--- config.mk ---
export PLATFORM = sky130hd
export DESIGN_NAME = noc_rr_port_arbiter_flat
export DESIGN_NICKNAME = d
export VERILOG_FILES = /design/src/rtl/noc_rr_port_arbiter_if.sv /design/src/rtl/noc_rr_port_arbiter.sv /design/src/flat_wrapper.sv
export SDC_FILE = /design/constraint.sdc
export NUM_CORES = 1
export LEC_CHECK = 0
export ABC_AREA = 1
export ABC_CLOCK_PERIOD_IN_PS = 1970
export CAP_MARGIN = 20
export CORE_MARGIN = 5
export CORE_UTILIZATION = 41
export DETAILED_ROUTE_END_ITERATION = 6
export GPL_TIMING_DRIVEN = 0
export HOLD_SLACK_MARGIN = 0.06
export PLACE_DENSITY = 0.84
export SLEW_MARGIN = 25
export SYNTH_ARGS = -nofsm -noshare
export SYNTH_HDL_FRONTEND = slang
export SYNTH_SLANG_ARGS = --single-unit
export TNS_END_PERCENT = 5
--- constraint.sdc ---
create_clock -name clk -period 1.97 [get_ports clk]
set_input_delay 0.2955 -clock clk [delete_from_list [all_inputs] [get_ports clk]]
set_output_delay 0.2955 -clock clk [all_outputs]
set_load 0.1 [all_outputs]
--- src/rtl/noc_rr_port_arbiter_if.sv ---
`default_nettype none
// ---------------------------------------------------------------------------
// noc_rr_port_arbiter_if : request/grant bundle for one router output port
// Rev 1.0
// ---------------------------------------------------------------------------
interface noc_rr_port_arbiter_if #(
  parameter int P     = 5,
  parameter int BIN_W = (P > 1) ? $clog2(P) : 1
);
  logic [P-1:0]     req;
  logic [P-1:0]     tail;
  logic             out_ready;
  logic [P-1:0]     grant;
  logic [BIN_W-1:0] grant_bin;
  logic             grant_valid;
  logic             xfer;
  logic             locked;

  modport master (
    output req, tail, out_ready,
    input  grant, grant_bin, grant_valid, xfer, locked
  );

  modport slave (
    input  req, tail, out_ready,
    output grant, grant_bin, grant_valid, xfer, locked
  );
endinterface
`default_nettype wire

--- src/rtl/noc_rr_port_arbiter.sv ---
`default_nettype none
// ---------------------------------------------------------------------------
// noc_rr_port_arbiter : round-robin output-port arbiter, packet locking
// enabled by NOC_ARB_PKT_LOCK_EN (flit-level arbitration otherwise).
// Rev 1.0
// ---------------------------------------------------------------------------
module noc_rr_port_arbiter #(
  parameter int P     = 5,
  parameter int BIN_W = (P > 1) ? $clog2(P) : 1
) (
  input  logic                  clk,
  input  logic                  reset,
  noc_rr_port_arbiter_if.slave  bus
);

  localparam logic [P-1:0] C_PRIO_RST = P'(1);

  logic [P-1:0]     r_prio;
  logic [P-1:0]     w_prio_nxt;
  logic [P-1:0]     w_winner;
  logic             w_found;
  logic [P-1:0]     w_grant;
  logic [BIN_W-1:0] w_bin;
  logic             w_xfer;
  logic             w_locked;

  function automatic logic [P-1:0] rotl1(input logic [P-1:0] v);
    return {v[P-2:0], v[P-1]};
  endfunction

  // Scan upward from the priority position, wrapping P-1 -> 0.
  always_comb begin
    w_winner = '0;
    w_found  = 1'b0;
    for (int j = 0; j < P; j++) begin
      if (r_prio[j]) begin
        for (int k = 0; k < P; k++) begin
          if (!w_found && bus.req[(j + k) % P]) begin
            w_winner[(j + k) % P] = 1'b1;
            w_found               = 1'b1;
          end
        end
      end
    end
  end

  always_comb begin
    w_bin = '0;
    for (int i = 0; i < P; i++) begin
      if (w_grant[i]) w_bin = w_bin | BIN_W'(i);
    end
  end

`ifdef NOC_ARB_PKT_LOCK_EN
  typedef enum logic [0:0] {
    ST_IDLE   = 1'b0,
    ST_LOCKED = 1'b1
  } state_t;

  state_t       r_state;
  state_t       w_state_nxt;
  logic [P-1:0] r_owner;
  logic [P-1:0] w_owner_nxt;

  always_ff @(posedge clk or posedge reset) begin
    if (reset) begin
      r_state <= ST_IDLE;
      r_owner <= '0;
      r_prio  <= C_PRIO_RST;
    end else begin
      r_state <= w_state_nxt;
      r_owner <= w_owner_nxt;
      r_prio  <= w_prio_nxt;
    end
  end

  // Grant never depends on out_ready; only the state update does.
  always_comb begin
    w_state_nxt = r_state;
    w_owner_nxt = r_owner;
    w_prio_nxt  = r_prio;
    w_grant     = (r_state == ST_LOCKED) ? (r_owner & bus.req) : w_winner;
    w_xfer      = (|w_grant) & bus.out_ready;
    if (w_xfer) begin
      case (r_state)
        ST_IDLE: begin
          if (|(w_grant & bus.tail)) begin
            w_prio_nxt = rotl1(w_grant);
          end else begin
            w_state_nxt = ST_LOCKED;
            w_owner_nxt = w_grant;
          end
        end
        ST_LOCKED: begin
          if (|(r_owner & bus.tail)) begin
            w_state_nxt = ST_IDLE;
            w_owner_nxt = '0;
            w_prio_nxt  = rotl1(r_owner);
          end
        end
        default: w_state_nxt = ST_IDLE;
      endcase
    end
  end

  assign w_locked = (r_state == ST_LOCKED);
`else
  logic w_unused_tail;

  always_ff @(posedge clk or posedge reset) begin
    if (reset) r_prio <= C_PRIO_RST;
    else       r_prio <= w_prio_nxt;
  end

  always_comb begin
    w_grant    = w_winner;
    w_xfer     = (|w_grant) & bus.out_ready;
    w_prio_nxt = w_xfer ? rotl1(w_grant) : r_prio;
  end

  assign w_locked      = 1'b0;
  assign w_unused_tail = ^bus.tail;
`endif

  assign bus.grant       = w_grant;
  assign bus.grant_bin   = w_bin;
  assign bus.grant_valid = |w_grant;
  assign bus.xfer        = w_xfer;
  assign bus.locked      = w_locked;

endmodule
`default_nettype wire

--- src/flat_wrapper.sv ---
// flat-port wrapper written by rule: the top's interface ports become plain ports
module noc_rr_port_arbiter_flat 
#(
  parameter int P     = 5,
  parameter int BIN_W = (P > 1) ? $clog2(P) : 1
)
  (clk, reset, bus_req, bus_tail, bus_out_ready, bus_grant, bus_grant_bin, bus_grant_valid, bus_xfer, bus_locked);
  noc_rr_port_arbiter_if #(.P(P), .BIN_W(BIN_W)) bus_i ();
  input  logic clk;
  input  logic reset;
  input wire logic [$bits(bus_i.req)-1:0] bus_req;
  input wire logic [$bits(bus_i.tail)-1:0] bus_tail;
  input wire logic [$bits(bus_i.out_ready)-1:0] bus_out_ready;
  output wire logic [$bits(bus_i.grant)-1:0] bus_grant;
  output wire logic [$bits(bus_i.grant_bin)-1:0] bus_grant_bin;
  output wire logic [$bits(bus_i.grant_valid)-1:0] bus_grant_valid;
  output wire logic [$bits(bus_i.xfer)-1:0] bus_xfer;
  output wire logic [$bits(bus_i.locked)-1:0] bus_locked;
  assign bus_i.req = bus_req;
  assign bus_i.tail = bus_tail;
  assign bus_i.out_ready = bus_out_ready;
  assign bus_grant = bus_i.grant;
  assign bus_grant_bin = bus_i.grant_bin;
  assign bus_grant_valid = bus_i.grant_valid;
  assign bus_xfer = bus_i.xfer;
  assign bus_locked = bus_i.locked;
  noc_rr_port_arbiter #(.P(P), .BIN_W(BIN_W)) u_core (.clk(clk), .reset(reset), .bus(bus_i));
endmodule
==> results of run 1 <==
==> synth_stat cells <==
cell type / number
o31ai_1: 1
nand3_2: 3
inv_1: 15
or2_2: 1
a21oi_4: 1
dfstp_2: 1
buf_4: 2
nand2_2: 2
nor2_2: 2
nor3_1: 1
a21oi_2: 1
inv_2: 1
o21ai_2: 1
nand4_1: 6
nand4_2: 1
conb_1: 1
dfrtp_1: 4
nand2_1: 30
nand2_4: 2
and3_2: 1
o21ai_1: 1
nand3_1: 7
nand3b_1: 2
nor2_1: 2
nor2_4: 1
==> per-layer routing <==
layer | vias to the layer above | part of all wire (%) | wire length [um] | global-route usage [%]
met1 | 321 | 39 | 670 | 20.3
li1 | 335 | - | - | -
met3 | 9 | 5.1 | 88 | 1.13
met2 | 36 | 52 | 907 | 31.6
met4 | 0 | 3.9 | 68 | 9.68
met5 | - | 0 | 0 | 0
==> what timing repair did <==
item,in CTS,in global routing
endpoints found under the setup margin,15,15
resized for setup,95,6
gates cloned,0,0
setup buffers,2,1
pin swaps,7,4
==> metrics by stage <==
step / util, % / worst slack, ns / cells / TNS, ns
6_report: 72.2 / -0.399 / 129 / -2.04
5_1_grt: 72.2 / -0.523 / 129 / -3.27
4_1_cts: 69.9 / -0.443 / 128 / -1.94
3_5_place_dp: 61.5 / -1.55 / 122 / -14.41
3_3_place_gp: 61.5 / -1.53 / 122 / -14.08
2_1_floorplan: - / -0.732 / 90 / -3.90
==> cells by family (layout without fill, tap and decap cells) <==
| family | count (synthesis) | count (layout) | share of synthesized area [%] |
|---|---|---|---|
| flops | 5 | 5 | 21.8 |
| simple gates | 61 | 61 | 56.6 |
| buf+inv | 18 | 42 | 13.0 |
| other cells | 1 | 1 | 0.647 |
| compound gates | 5 | 5 | 7.99 |
==> final cells by class <==
| cell class | instances | share of cell area (%) |
|---|---|---|
| Buffer | 2 | 1.58 |
| Clock buffer | 4 | 2.76 |
| Inverter | 16 | 6.71 |
| Multi-Input combinational cell | 67 | 47.1 |
| Sequential cell | 5 | 13.4 |
| Tap cell | 15 | 1.97 |
| Timing Repair Buffer | 20 | 26.4 |
==> critical path, cell delays in order, from the launching register on <==
cell and delay [ns]:
dfrtp_2 0.44, nand3b_1 0.23, o21ai_2 0.18, nand3_1 0.10, nand3_2 0.12, nand2_2 0.07
a21oi_4 0.21, nor2_4 0.08, nand2_8 0.09, nand2_8 0.05, clkinvlp_4 0.08, buf_12 0.16
==> worst max-delay path by stage <==
stage / start / end / slack (ns) / depth (start not counted)
2_1_floorplan: u_core.r_prio[0] / bus_xfer / -0.73 / 11
3_3_place_gp: bus_req[3] / bus_xfer / -1.53 / 13
3_5_place_dp: bus_req[3] / bus_xfer / -1.55 / 13
4_1_cts: u_core.r_prio[0] / bus_xfer / -0.44 / 12
5_1_grt: u_core.r_prio[0] / bus_xfer / -0.52 / 12
6_report: u_core.r_prio[2] / bus_xfer / -0.40 / 11
==> flow_summary.json, run 1 <==
{
  "largest_reg_flops": 5,
  "start_kind": "flop",
  "via_count": 701,
  "cts_root_buffer": "clkbuf_4",
  "drive_gt1_share_pct": 43.0,
  "crit_path_end_kind": "primary output",
  "period_needed_ns": 2.37,
  "ys.warnings.count": 0,
  "synth_seq_cells": 5,
  "finalCritPeriodShare_pct": 120,
  "largest_register": "u_core.r_prio",
  "fin_hold_ws_ns": 0.249,
  "clk_latency_ns": 0.25,
  "design_area_sq_um": 951,
  "nFillCells": 119,
  "rsz0062_at_grt": "true",
  "place_congestion": 0.933,
  "port_buffers": 17,
  "required_ns": 1.67,
  "finalClockSkew_ns": 0.00521,
  "cp.arrival_ns": 2.07,
  "clock-sinks": 5,
  "grt_use_total_pct": 17.5,
  "cts_tree": "built",
  "pin_count": 24,
  "postCtsHoldBufs": 0,
  "final_cell_mix": "nand2_1, inv_1",
  "antenna_cells": 0,
  "hp-class": "in -> async",
  "setup_viol": 10,
  "synth.distinct_cells": 25,
  "dp_hpwl_um": 1270,
  "yosys-top-cells-area": "nand2_1, dfrtp_1, inv_1, nand4_1, nand3_1",
  "drt_wl_total_um": 1740,
  "cp_max_fo": 6,
  "cts_buffers": 3,
  "initial_utilization_pct": 44.0,
  "r2r_setup_slack_ns": -0.02,
  "report.final.slew_viol_count": 0,
  "ys_seq_area_share_pct": 21.8,
  "grt_first_pass_wirelength_um": 2740,
  "grt_pass1_vias": 656,
  "fin_ws_ns": -0.399,
  "crit-reg2reg-launch": "u_core.r_prio[2]",
  "fp.coreArea_sq_mm": 0.00132,
  "clk_path_buf_depth": 2,
  "via_per_inst": 5.43,
  "synthCells": 90,
  "r2r_cells": 12,
  "finalHoldViolCount": 0,
  "cts.reportedPaths.clkPinSlew_ns": 0.05,
  "drtIter0Drc": 19,
  "syn_to_final_growth_pct": 64.1,
  "final_common_cell": "nand2_1",
  "multiInputGateArea_sq_um": 448,
  "globalRouteOverflowTotal": 0,
  "worstReg2RegEnd": "u_core.r_prio[2]",
  "path_class": "reg -> out",
  "grt_max_degree": 7,
  "biggestRegsByFlops": "u_core.r_prio (5)",
  "synth_area_per_cell_sq_um": 6.44,
  "avgRoutedWirePerCell_um": 13.4,
  "status": "finished, violations left",
  "dieArea_sq_mm": 0.00226,
  "postPlaceCellArea_sq_um": 811,
  "seqCellArea_sq_um": 128,
  "netlist_area_sq_um": 579,
  "first_pass_iters": 4,
  "violations": "negative setup slack",
  "num_rows": 13,
  "drc": 0,
  "antenna_found_initial": 0,
  "ant_nets": 0,
  "nets": 128,
  "syn_nets": 103,
  "fp.dieH_um": 47.6,
  "die_w_um": 47.6,
  "max_freq_mhz": 422,
  "cts_max_level": 1,
  "synth_top_area_share_pct": 19.4,
  "max_cap_violations": 0,
  "synth_top_area_cell": "nand2_1"
}
Power of run 1 is left out: the tool's default activity adds up to more than one toggle a clock period on the data nets, which glitch-free logic cannot reach.
==> inputs of run 2 (changes only) <==
--- a/config.mk
+++ b/config.mk
@@ -10,6 +10,7 @@
 export CAP_MARGIN = 20
 export CORE_MARGIN = 5
 export CORE_UTILIZATION = 41
+export CTS_BUF_LIST = sky130_fd_sc_hd__clkbuf_16
 export DETAILED_ROUTE_END_ITERATION = 6
 export GPL_TIMING_DRIVEN = 0
 export HOLD_SLACK_MARGIN = 0.06
==> run 2 against run 1 <==
Compared with the run above:
- final area increased by 7.4%
- worst hold slack improved by 0.025 ns
- critical path type unchanged
- the flow still finishes with violations (negative setup slack)
- via count increased by 0.29%
==> flow_summary.json, run 2 (synthesis results as in run 1) <==
{
  "clk_path_buf_depth": 2,
  "final_common_cell": "nand2_1",
  "antenna_cells": 0,
  "final_cells": 129,
  "max_freq_mhz": 424,
  "r2r_setup_slack_ns": 0,
  "required_ns": 1.67,
  "postCtsHoldBufs": 0,
  "biggestRegsByFlops": "u_core.r_prio (5)",
  "cp.arrival_ns": 2.07,
  "cp_max_fo": 4,
  "globalRouteOverflowTotal": 0,
  "fp.dieH_um": 47.6,
  "r2r_cells": 12,
  "clock-sinks": 5,
  "crit_path_end_kind": "primary output",
  "num_rows": 13,
  "cts_buffers": 3,
  "slowest_delay_ns": 0.53,
  "violations": "negative setup slack",
  "antenna_found_initial": 0,
  "clk_latency_ns": 0.23,
  "postPlaceCellArea_sq_um": 811,
  "path_cells": "inv_2 -> nand3b_1 -> o21ai_2 -> nand2_1 -> nor2_1 -> nand2_1 -> nand4_1 -> a21oi_4 -> nand2_8 -> nand2_8 -> clkinvlp_4 -> buf_12",
  "slowest_stage": "dfstp_2",
  "largest_register": "u_core.r_prio",
  "cts_max_level": 1,
  "place_inst": 122,
  "drtIter0Drc": 10,
  "largest_reg_flops": 5,
  "setup_viol": 10,
  "grt_first_pass_wirelength_um": 2880,
  "drive_gt1_share_pct": 43.0,
  "syn_to_final_growth_pct": 76.2,
  "drt_wl_total_um": 1880,
  "path_class": "reg -> out",
  "max_cap_violations": 0,
  "cts_tree": "built",
  "dieArea_sq_mm": 0.00226,
  "grt_use_total_pct": 18.3,
  "hp-class": "in -> async",
  "status": "finished, violations left",
  "final_util_pct": 77.5,
  "dp_hpwl_um": 1270,
  "fp.coreArea_sq_mm": 0.00132,
  "first_pass_iters": 4,
  "design_area_sq_mm": 0.00102,
  "period_needed_ns": 2.36,
  "fin_ws_ns": -0.391,
  "cp_top_family": "simple AND/OR/NAND/NOR gates",
  "port_buffers": 17,
  "worstReg2RegEnd": "u_core.r_prio[4]",
  "grt_pass1_vias": 679,
  "via_count": 703,
  "cts_root_buffer": "clkbuf_16",
  "crit-reg2reg-launch": "u_core.r_prio[2]",
  "die_w_um": 47.6,
  "initial_utilization_pct": 44.0,
  "start_kind": "flop",
  "via_per_inst": 5.45,
  "avgRoutedWirePerCell_um": 14.6,
  "finalCritPeriodShare_pct": 120,
  "finalHoldViolCount": 0,
  "cts.reportedPaths.clkPinSlew_ns": 0.03,
  "place_congestion": 0.933,
  "ant_nets": 0,
  "report.final.slew_viol_count": 0,
  "finalClockSkew_ns": 0.00149,
  "path_buf_inv": 3,
  "drc": 0,
  "rsz0062_at_grt": "true",
  "pin_count": 24,
  "nets": 128,
  "grt_max_degree": 7,
  "final_cell_mix": "nand2_1, inv_1, buf_12"
}
run 2: final cells by class:
| type | count | area [sq um] |
|---|---|---|
| multi-input cells | 67 | 448 |
| well taps | 15 | 18.8 |
| inverters | 16 | 66.3 |
| fillers | 99 | 297 |
| clock buffers | 3 | 75.1 |
| plain buffers | 2 | 15.0 |
| clock inverters | 1 | 3.75 |
| flip-flops and latches | 5 | 128 |
| repair buffers | 20 | 267 |
run 2: routing by layer:
layer	vias to the layer above	part of all wire, %	GRT usage, %
li1	337	-	-
met1	327	39	21.9
met2	33	54	31.8
met3	6	3.8	2.26
met4	0	3.1	9.68
met5	-	0	0
run 2: worst max-delay path by stage:
stage | slack [ns] | depth (start not counted) | start | endpoint
after floorplan | -0.73 | 11 | u_core.r_prio[0] | bus_xfer
after global placement | -1.53 | 13 | bus_req[3] | bus_xfer
after detailed placement | -1.55 | 13 | bus_req[3] | bus_xfer
after CTS | -0.39 | 12 | u_core.r_prio[0] | bus_xfer
after global routing | -0.52 | 11 | u_core.r_prio[0] | bus_xfer
final | -0.39 | 12 | u_core.r_prio[0] | bus_xfer
run 2: through the flow:
step                hold WS [ns]  TNS [ns]  worst slack, ns
global placement           0.482    -14.08            -1.53
detailed placement         0.495    -14.41            -1.55
floorplan                 0.0733     -3.90           -0.732
CTS                        0.277     -1.73           -0.395
finish                     0.274     -1.77           -0.391
global route               0.296     -3.02           -0.518
run 2: repair_timing:
action	CTS	global route
pin swaps	6	5
endpoints found under the setup margin	15	15
resized for setup	99	7
buffers inserted	3	0
Power of run 2 is left out for the same reason.
